**config.mk**
```make
export PLATFORM = sky130hd
export DESIGN_NAME = codiq_chip_sequencer
export DESIGN_NICKNAME = d
export VERILOG_FILES = /design/src/rtl/codiq_pkg.sv /design/src/rtl/codiq_chip_rom.sv /design/src/rtl/codiq_chip_sequencer.sv
export SDC_FILE = /design/constraint.sdc
export NUM_CORES = 1
export LEC_CHECK = 0
export BUFFER_PORTS_ARGS = -buffer_cell sky130_fd_sc_hd__buf_2
export CORE_AREA = 2 2 125 78
export CTS_BUF_LIST = sky130_fd_sc_hd__clkbuf_8
export CTS_CLUSTER_SIZE = 40
export DETAILED_ROUTE_END_ITERATION = 8
export DIE_AREA = 0 0 127 80
export RECOVER_POWER = 25
export SYNTH_ARGS = -nofsm -noshare
export SYNTH_HDL_FRONTEND = slang
export SYNTH_SLANG_ARGS = --single-unit
```
**constraint.sdc**
```tcl
create_clock -name clk -period 4.45 [get_ports clk]
set_input_delay 0 -clock clk [delete_from_list [all_inputs] [get_ports clk]]
set_output_delay 0 -clock clk [all_outputs]
set_load 0.02 [all_outputs]
```
**src/rtl/codiq_pkg.sv**
```systemverilog
// Shared definitions for the chip sequencer: state encoding, frame constants
// and the 16-entry symbol-to-chip table (MSB of each word is chip c0).
package codiq_pkg;

    typedef enum logic [2:0] {
        ST_IDLE     = 3'd0,
        ST_PREAMBLE = 3'd1,
        ST_SFD      = 3'd2,
        ST_PHR      = 3'd3,
        ST_PAYLOAD  = 3'd4
    } state_t;

    localparam int         CHIPS_PER_SYM = 32;
    localparam int         PREAMBLE_SYMS = 8;
    localparam logic [7:0] SFD           = 8'hA7;

    localparam logic [31:0] CHIP_TABLE [16] = '{
        32'hD9C3522E, 32'hED9C3522, 32'h2ED9C352, 32'h22ED9C35,
        32'h522ED9C3, 32'h3522ED9C, 32'hC3522ED9, 32'h9C3522ED,
        32'h8C96077B, 32'hB8C96077, 32'h7B8C9607, 32'h77B8C960,
        32'h077B8C96, 32'h6077B8C9, 32'h96077B8C, 32'hC96077B8
    };

endpackage

```
**src/rtl/codiq_chip_rom.sv**
```systemverilog
// Combinational symbol-to-chip lookup.
module codiq_chip_rom
    import codiq_pkg::*;
(
    input  logic [3:0]  sym_i,
    output logic [31:0] chips_o
);

    // Pure table lookup, no state.
    always_comb begin
        chips_o = CHIP_TABLE[sym_i];
    end

endmodule

```
**src/rtl/codiq_chip_sequencer.sv**
```systemverilog
// Frame sequencer: walks preamble, SFD, PHR and payload symbols, emitting one
// chip per chip period on b_in with an en_2MHz strobe for the IQ coder.
//
// state       | meaning
// ------------+-----------------------------------------------------------
// ST_IDLE     | no frame; waits for frame_start while coder_ready is high
// ST_PREAMBLE | eight symbols of value 0
// ST_SFD      | SFD byte, low nibble then high nibble
// ST_PHR      | {1'b0, frame_len}; requests first payload byte in 2nd symbol
// ST_PAYLOAD  | payload bytes from the one-byte holding register
module codiq_chip_sequencer
    import codiq_pkg::*;
#(
    parameter int CLK_PER_CHIP = 25,
    parameter int EN_HIGH      = 13
) (
    input  logic       clk,
    input  logic       reset,
    input  logic       frame_start,
    input  logic [6:0] frame_len,
    input  logic [7:0] byte_data,
    input  logic       byte_valid,
    output logic       byte_ready,
    input  logic       coder_ready,
    input  logic       dac_ready,
    output logic       b_in,
    output logic       en_2MHz,
    output logic       mem_state,
    output logic       busy,
    output logic       done,
    output logic       underrun
);

    localparam int             CW        = (CLK_PER_CHIP > 1) ? $clog2(CLK_PER_CHIP) : 1;
    localparam logic [CW-1:0]  CYC_LAST  = CW'(CLK_PER_CHIP - 1);
    localparam logic [CW:0]    EN_HIGH_C = (CW + 1)'(EN_HIGH);
    localparam logic [4:0]     CHIP_LAST = 5'(CHIPS_PER_SYM - 1);
    localparam logic [3:0]     PRE_LAST  = 4'(PREAMBLE_SYMS - 1);

    state_t        state_q, state_d;
    logic [CW-1:0] cyc_q, cyc_d;
    logic [4:0]    chip_q, chip_d;
    logic [3:0]    sym_q, sym_d;
    logic [6:0]    byte_cnt_q, byte_cnt_d;
    logic [6:0]    len_q, len_d;
    logic [7:0]    data_q, data_d;
    logic          have_q, have_d;
    logic [3:0]    nib_q, nib_d;
    logic          byte_ready_q, byte_ready_d;
    logic          done_q, done_d;
    logic          underrun_q, underrun_d;

    logic          active;
    logic          xfer;
    logic          finish;
    logic          abort;
    logic          load_byte;
    logic [31:0]   chip_word;

    // The nibble being sent is latched at each symbol start, so the byte
    // register may be refilled during the high-nibble symbol.
    codiq_chip_rom u_rom (
        .sym_i   (nib_q),
        .chips_o (chip_word)
    );

    assign active     = (state_q != ST_IDLE);
    assign xfer       = byte_valid & byte_ready_q;
    assign mem_state  = active;
    assign busy       = active;
    assign byte_ready = byte_ready_q;
    assign done       = done_q;
    assign underrun   = underrun_q;
    // Chip c0 is the word MSB, so the bit index is 31 - chip, i.e. ~chip.
    assign b_in       = active & chip_word[~chip_q];
    assign en_2MHz    = active & dac_ready & ({1'b0, cyc_q} < EN_HIGH_C);

    // Next-state, counter and handshake logic.
    always_comb begin
        state_d      = state_q;
        cyc_d        = cyc_q;
        chip_d       = chip_q;
        sym_d        = sym_q;
        byte_cnt_d   = byte_cnt_q;
        len_d        = len_q;
        nib_d        = nib_q;
        data_d       = xfer ? byte_data : data_q;
        have_d       = have_q | xfer;
        byte_ready_d = byte_ready_q & ~xfer;
        done_d       = 1'b0;
        underrun_d   = 1'b0;
        finish       = 1'b0;
        abort        = 1'b0;
        load_byte    = 1'b0;

        if (state_q == ST_IDLE) begin
            byte_ready_d = 1'b0;
            if (frame_start && coder_ready) begin
                state_d    = ST_PREAMBLE;
                cyc_d      = '0;
                chip_d     = '0;
                sym_d      = '0;
                byte_cnt_d = '0;
                len_d      = frame_len;
                nib_d      = 4'h0;
                have_d     = 1'b0;
            end
        end else if (dac_ready) begin
            if (cyc_q != CYC_LAST) begin
                cyc_d = cyc_q + CW'(1);
            end else begin
                cyc_d  = '0;
                chip_d = chip_q + 5'd1;
                if (chip_q == CHIP_LAST) begin
                    case (state_q)
                        ST_PREAMBLE: begin
                            if (sym_q == PRE_LAST) begin
                                state_d = ST_SFD;
                                sym_d   = '0;
                                nib_d   = SFD[3:0];
                            end else begin
                                sym_d = sym_q + 4'd1;
                            end
                        end
                        ST_SFD: begin
                            if (!sym_q[0]) begin
                                sym_d = 4'd1;
                                nib_d = SFD[7:4];
                            end else begin
                                state_d = ST_PHR;
                                sym_d   = '0;
                                nib_d   = len_q[3:0];
                            end
                        end
                        ST_PHR: begin
                            if (!sym_q[0]) begin
                                sym_d        = 4'd1;
                                nib_d        = {1'b0, len_q[6:4]};
                                byte_ready_d = (len_q != 7'd0);
                            end else if (len_q == 7'd0) begin
                                finish = 1'b1;
                            end else begin
                                load_byte  = 1'b1;
                                byte_cnt_d = '0;
                            end
                        end
                        ST_PAYLOAD: begin
                            if (!sym_q[0]) begin
                                sym_d        = 4'd1;
                                nib_d        = data_q[7:4];
                                byte_ready_d = (byte_cnt_q != len_q - 7'd1);
                            end else if (byte_cnt_q == len_q - 7'd1) begin
                                finish = 1'b1;
                            end else begin
                                load_byte  = 1'b1;
                                byte_cnt_d = byte_cnt_q + 7'd1;
                            end
                        end
                        default: ;
                    endcase
                end
            end
        end

        // A transfer landing on the boundary cycle itself still counts.
        if (load_byte) begin
            if (have_q || xfer) begin
                state_d = ST_PAYLOAD;
                sym_d   = '0;
                nib_d   = data_d[3:0];
                have_d  = 1'b0;
            end else begin
                abort = 1'b1;
            end
        end

        if (finish || abort) begin
            state_d      = ST_IDLE;
            sym_d        = '0;
            byte_cnt_d   = '0;
            nib_d        = 4'h0;
            have_d       = 1'b0;
            byte_ready_d = 1'b0;
            done_d       = finish;
            underrun_d   = abort;
        end
    end

    // State, counters and holding registers with synchronous reset.
    always_ff @(posedge clk) begin
        if (reset) begin
            state_q      <= ST_IDLE;
            cyc_q        <= '0;
            chip_q       <= '0;
            sym_q        <= '0;
            byte_cnt_q   <= '0;
            len_q        <= '0;
            data_q       <= '0;
            have_q       <= 1'b0;
            nib_q        <= '0;
            byte_ready_q <= 1'b0;
            done_q       <= 1'b0;
            underrun_q   <= 1'b0;
        end else begin
            state_q      <= state_d;
            cyc_q        <= cyc_d;
            chip_q       <= chip_d;
            sym_q        <= sym_d;
            byte_cnt_q   <= byte_cnt_d;
            len_q        <= len_d;
            data_q       <= data_d;
            have_q       <= have_d;
            nib_q        <= nib_d;
            byte_ready_q <= byte_ready_d;
            done_q       <= done_d;
            underrun_q   <= underrun_d;
        end
    end

endmodule

```
## Word-level counts from Yosys, hierarchy flattened

Memories as Yosys holds them, arrays and structs flattened.
Index checks and enable logic that the tools add are counted.

- Bits in read-only memories: 512
- Output and inout port bits: 7
- Input port bits: 21
- Register bits: 47
- Logic and storage cells: 150
- Memories kept: 1

Memory list:

| name | depth | width | read ports | clocked after Yosys merged registers in | wr ports | line | source |
|---|---|---|---|---|---|---|---|
| (no name shown) | 16 | 32 | 1 | 0 | 0 | codiq_chip_rom.sv:11 | `chips_o = CHIP_TABLE[sym_i];` |

- Add/subtract/negate cells: 5
- Bitwise gates (word level): 10
- $lt $le $gt $ge: 3
- Equality and inequality tests: 15
- Muxes and demuxes: 85
- Reductions and logical operators: 18

Operator list:

| cell | count |
|---|---|
| $mux 4 | 21 |
| $mux 32 | 2 |
| $mux 7 | 9 |
| $mux 5 | 7 |
| $mux 1 | 29 |
| $mux 3 | 9 |
| $pmux 4 s4 | 1 |
| $pmux 7 s2 | 1 |
| $ne 3x3->1 const B | 4 |
| $pmux 4 s3 | 1 |
| $add 5x1->5 const B | 2 |
| $reduce_and 9->1 | 1 |
| $add 7x1->7 const B | 1 |
| $eq 7x7->1 | 1 |
| $logic_not 7->1 | 1 |
| $ne 7x7->1 | 1 |
| $reduce_bool 7->1 | 1 |
| $sub 7x1->7 const B | 1 |
| $eq 3x2->1 const B | 2 |
| $lt 5x6->1 const B | 1 |
| $pmux 1 s2 | 3 |
| $pmux 3 s2 | 1 |
| $reduce_bool 3->1 | 2 |
| $reduce_or 2->1 | 3 |
| 23 further kinds | 31 |

## Longest topological paths before layout

- Word-level depth: 13
- Depth in mapped cells: 11
- Gate-level depth less buffers: 8

## Hierarchy

A second synthesis with hierarchy kept.

- Cell total of the unflattened synthesis: 451
- Area, all modules: 3611.0 µm²

Modules (own cells, without submodules):

| module | instances | sequential area each (µm²) | cells each | area each (µm²) |
|---|---|---|---|---|
| codiq_chip_sequencer | 1 | 940.9 | 372 | 3059.2 |
| codiq_chip_rom | 1 | 0.0 | 79 | 551.8 |

## Worst setup path after synthesis

OpenSTA, ideal clock, no wires.

- Path kind: flip-flop to output port
- Start: register nib_q[0]
- End: output b_in
- Required time: 4.450 ns
- Setup slack: 2.074 ns
- Path buffers: 1
- Data arrival time: 2.376 ns
- Stages on the path, launching flop included: 10
- Cell sequence: dfxtp_1 -> clkbuf_1 -> inv_1 -> ha_1 -> xor2_1 -> o21ai_0 -> a211oi_1 -> a2111o_1 -> nand3_1 -> o22ai_1

- Longest elaborated chain between the ends: 7

RTL lines:

| item | line | source |
|---|---|---|
| from (decl) | codiq_chip_sequencer.sv:48 | `logic [3:0] nib_q, nib_d;` |
| from (signal assigned) | codiq_chip_sequencer.sv:213 | `nib_q <= nib_d;` |
| $not 4->5 (not written as such) | codiq_chip_rom.sv:11 |  |
| $mem_v2 16x32 | - |  |
| $mux 32 (not written as such) (2 in a row) | codiq_chip_rom.sv:11 |  |
| $bmux 1 s5 | codiq_chip_sequencer.sv:75 | `assign b_in = active & chip_word[~chip_q];` |
| $mux 1 (not written as such) | codiq_chip_sequencer.sv:75 |  |
| $and 1x1->1 | codiq_chip_sequencer.sv:75 |  |
| to (decl) | codiq_chip_sequencer.sv:26 | `output logic b_in,` |

No other way between the ends. The select of a mux whose other input is x is not followed.

## Final worst setup path

- Start: register state_q[1]
- End: register byte_cnt_q[6]

- Longest elaborated chain between the ends: 9
- Elaborated cells on any way between the ends: 31
- Those cells by class: 8 x eq/ne; 16 x mux; 7 x reduce/logical

RTL lines:

| item | line | source |
|---|---|---|
| from (decl) | codiq_chip_sequencer.sv:40 | `state_t state_q, state_d;` |
| from (signal assigned) | codiq_chip_sequencer.sv:205 | `state_q <= state_d;` |
| $eq 3x3->1 or $eq 3x2->1 (tied branches) | codiq_chip_sequencer.sv:115 | `case (state_q)` |
| $pmux 1 s2 | codiq_chip_sequencer.sv:115 |  |
| $mux 1 | codiq_chip_sequencer.sv:114 | `if (chip_q == CHIP_LAST) begin` |
| $mux 1 | codiq_chip_sequencer.sv:109 | `if (cyc_q != CYC_LAST) begin` |
| $mux 1 | codiq_chip_sequencer.sv:108 | `end else if (dac_ready) begin` |
| $mux 1 | codiq_chip_sequencer.sv:96 | `if (state_q == ST_IDLE) begin` |
| $mux 1 | codiq_chip_sequencer.sv:166 | `if (load_byte) begin` |
| $logic_or 1x1->1 | codiq_chip_sequencer.sv:177 | `if (finish \|\| abort) begin` |
| $reduce_or 2->1 (no source line) | - |  |
| to (signal assigned) | codiq_chip_sequencer.sv:209 | `byte_cnt_q <= byte_cnt_d;` |
| to (decl) | codiq_chip_sequencer.sv:44 | `logic [6:0] byte_cnt_q, byte_cnt_d;` |

Parallel ways exist; a longest one is shown, timed or not. The select of a mux whose other input is x is not followed.
A chain may end at the register's enable or synchronous reset.

==> flow_summary.yaml <==
timing:
  setup_ws_ns: 1.00
  rsz0062_at_grt: "no"
  period_share: 0.775
  finalSetupViolCount: 0
  slew_viol_final: 0
  worstMarginPinSlew_ns: 1.07
  fmax_ghz: 0.290
  skew_ns: 0.0144
  finalHoldViolations: 0
  fin_setup_tns_ns: 0
  relSlewSlack: 0.281
  fin_crit_ns: 3.45
critical_path:
  reg2regPathDepth: 5
  worstPathMaxFanout: 20
  crit_arrival_ns: 3.68
  cp_top_family: "simple AND/OR/NAND/NOR gates"
  worst-path-buf-inv: 0
  r2r-end: "byte_cnt_q[6]$_SDFFE_PP0P_"
  crit_slowest_cell: "nor3_1"
  worst-r2r-setup-slack_ns: 1.00
  cp.depth: 5
  rr_startpoint: "state_q[1]$_SDFF_PP0_"
  path_class: "reg -> reg"
  worstPathRequired_ns: 4.68
  startpoint_type: "flop"
  end_kind: "flop"
  cp_cell_sequence: "nor3_1 > mux2i_1 > nand2_1 > or4_1 > a211oi_1"
  cpPeakStageDelay_ns: 0.94
yosys:
  synth_seq_area_share: 0.265
  synthTopCellsByArea: "dfxtp_1, a21oi_1, ha_1"
  synth_top_area_frac: 0.265
  synthArstFlopShare: 0
  ys_ff_latch: 47
  synthesis.nets: 504
  synth_warnings: 0
  postSynthCellCount: 468
  synth.most_common_cell: "dfxtp_1"
  synth_common_cells: "dfxtp_1, nand2_1, a21oi_1"
  syn_area_per_cell_um2: 7.58
  ys_types: 71
  synth_edf_count: 0
  synth_flop_cell: "dfxtp_1"
  yosysTopAreaCell: "dfxtp_1"
  netlist_area_um2: 3550
global_routing:
  first_global_vias: 3181
  grt_max_degree: 31
  grt_overflow: 0
  grt_pass1_wl_um: 16200
  track_usage: 0.198
  antenna_found_initial: 0
worst_hold_path:
  hold_class: "in -> reg"
  hold_start: "byte_valid"
  hold_path_end: "data_q[6]$_SDFFE_PP0P_"
  holdPathStages: 3
finish:
  multi_input_area_um2: 2360
  num_antenna_cells: 0
  fin_nets: 522
  register_area_um2: 941
  fill_cells: 924
  area_delta_synth_final_pct: 10.5
  drive_above_1_share: 0.0988
floorplan:
  rows: 27
  start_util: 0.395
  core_um2: 8990
  die_h_um: 80
  die_width_um: 127
  die_area_um2: 10200
  ios: 28
pwr:
  switchingPower_w: 0.000259
  p_int_w: 0.000607
  ir_worst_vdd_uv: 144
  power_frac_clock: 0.318
  pwr-share-seq: 0.513
  comb_power_share: 0.169
  p_per_area_nw_per_um2: 221
  p_sw_frac: 0.299
  power.leakage_nw: 1.41
drt:
  drc: 0
  via_per_inst: 6.02
  first_pass_iters: 5
  final_antenna_net_count: 0
  vias: 3623
  drt_iter0_markers: 455
  routed_wirelength_um: 9890
  avgRoutedWirePerCell_um: 16.4
clocking:
  clk_pin_slew_ns: 0.09
  cts_setup_buffers: 0
  tritoncts: "yes"
  cts_buffers: 5
  clk_latency_ns: 0.32
  h-tree-depth: 2
  cts-root-buf: "clkbuf_8"
  clock-sinks: 47
  clockBufferDepth: 2
place:
  pre_cts_slack_ns: 1.39
  gp_congestion: 0.899
  io_buffers: 27
  dp_hpwl_um: 7170
status:
  status: "completed"
flow_run:
  maxCapViolCount: 0
==> power by group through the flow <==
stage / sequential (W) / combinational (W) / clock (W)
finish: 0.000444 / 0.000147 / 0.000275
global route: 0.000446 / 0.000162 / 0.000294
floorplan: 0.000444 / 0.000105 / 0
global placement: 0.000453 / 0.000131 / 0
detailed placement: 0.000454 / 0.000134 / 0
CTS: 0.000444 / 0.000145 / 0.000280
==> final cells by class <==
class | instances | share of cell area
timing repair buffer | 47 | 0.0820
multi-input combinational | 366 | 0.601
clock buffer | 6 | 0.0211
sequential | 47 | 0.240
inverter | 19 | 0.0182
tap | 116 | 0.0370
clock inverter | 1 | 0.00128
==> layout by cell type (no fill, tap or decap), types with 5 or more instances in the layout <==
cell type,netlist,final
dfxtp_1,47,47
nand2_1,46,46
a21oi_1,44,44
nor2_1,31,31
buf_2,7,24
nand3_1,21,21
o21ai_0,20,20
inv_1,17,18
a211oi_1,16,16
dlygate4sd3_1,0,16
nor3_1,14,15
ha_1,15,15
nand2b_1,11,11
xnor2_1,10,10
xor2_1,10,10
o211ai_1,8,8
nand4_1,8,8
mux2i_1,7,7
a31oi_1,6,6
o31ai_1,6,6
clkbuf_8,0,6
and3_1,5,5
a22o_1,5,5
==> worst register-to-register path, cell delays in order (launching register included) <==
cell and delay, ns:
dfxtp_1 0.51, nor3_1 0.94, mux2i_1 0.71, nand2_1 0.42
or4_1 0.56, a211oi_1 0.22
==> worst max-delay path by stage <==
stage                                 startpoint                    endpoint  slack, ns
final                      state_q[1]$_SDFF_PP0_  byte_cnt_q[6]$_SDFFE_PP0P_       1.00
after global routing       state_q[1]$_SDFF_PP0_  byte_cnt_q[6]$_SDFFE_PP0P_       0.63
after CTS                    nib_q[1]$_SDFF_PP0_                        b_in       1.33
after detailed placement  chip_q[0]$_SDFFE_PP0P_       byte_ready$_SDFF_PP0_       1.39
after global placement    chip_q[0]$_SDFFE_PP0P_       byte_ready$_SDFF_PP0_       1.51
after floorplan              nib_q[0]$_SDFF_PP0_                        b_in       2.07
==> flip-flops by register name (all words and copies together), names as in the netlist <==
| name | flops |
|---|---|
| byte_cnt_q | 7 |
| byte_ready | 1 |
| chip_q | 5 |
| cyc_q | 5 |
| data_q | 8 |
| done | 1 |
| have_q | 1 |
| len_q | 7 |
| nib_q | 4 |
| state_q | 3 |
| sym_q | 4 |
| underrun | 1 |
==> stage by stage <==
step	cells	utilization	power (W)	hold WS (ns)	cell area [um^2]
3_5_place_dp	579	0.411	0.000588	0.249	3690
4_1_cts	602	0.438	0.000870	0.0305	3940
5_1_grt	602	0.437	0.000902	0.0517	3920
6_report	602	0.437	0.000866	0.0471	3920
3_3_place_gp	579	0.411	0.000585	0.241	3690
2_1_floorplan	468	-	0.000549	0.136	3550
==> timing repair <==
action	4_1_cts	5_1_grt
setup endpoints to repair	0	0
gates resized for setup	0	0
endpoints found under the hold margin	16	0
hold buffers	16	0
==> cells by family (layout without fill, tap and decap cells) <==
kind of cell / Yosys count / after routing / share of synthesized area
simple gates: 177 / 177 / 0.264
compound gates: 146 / 146 / 0.277
buf+inv: 55 / 73 / 0.0680
flops: 47 / 47 / 0.265
xor+xnor: 20 / 20 / 0.0493
fa+ha+maj: 15 / 15 / 0.0529
mux: 8 / 8 / 0.0229
==> per-layer routing <==
layer,vias to the layer above,share of wire,global-route usage
met5,-,0,0
met4,0,0.0058,0.0374
met3,5,0.090,0.0503
met2,148,0.39,0.273
met1,1704,0.51,0.303
li1,1766,-,-
(Power assumes the default switching activity.)
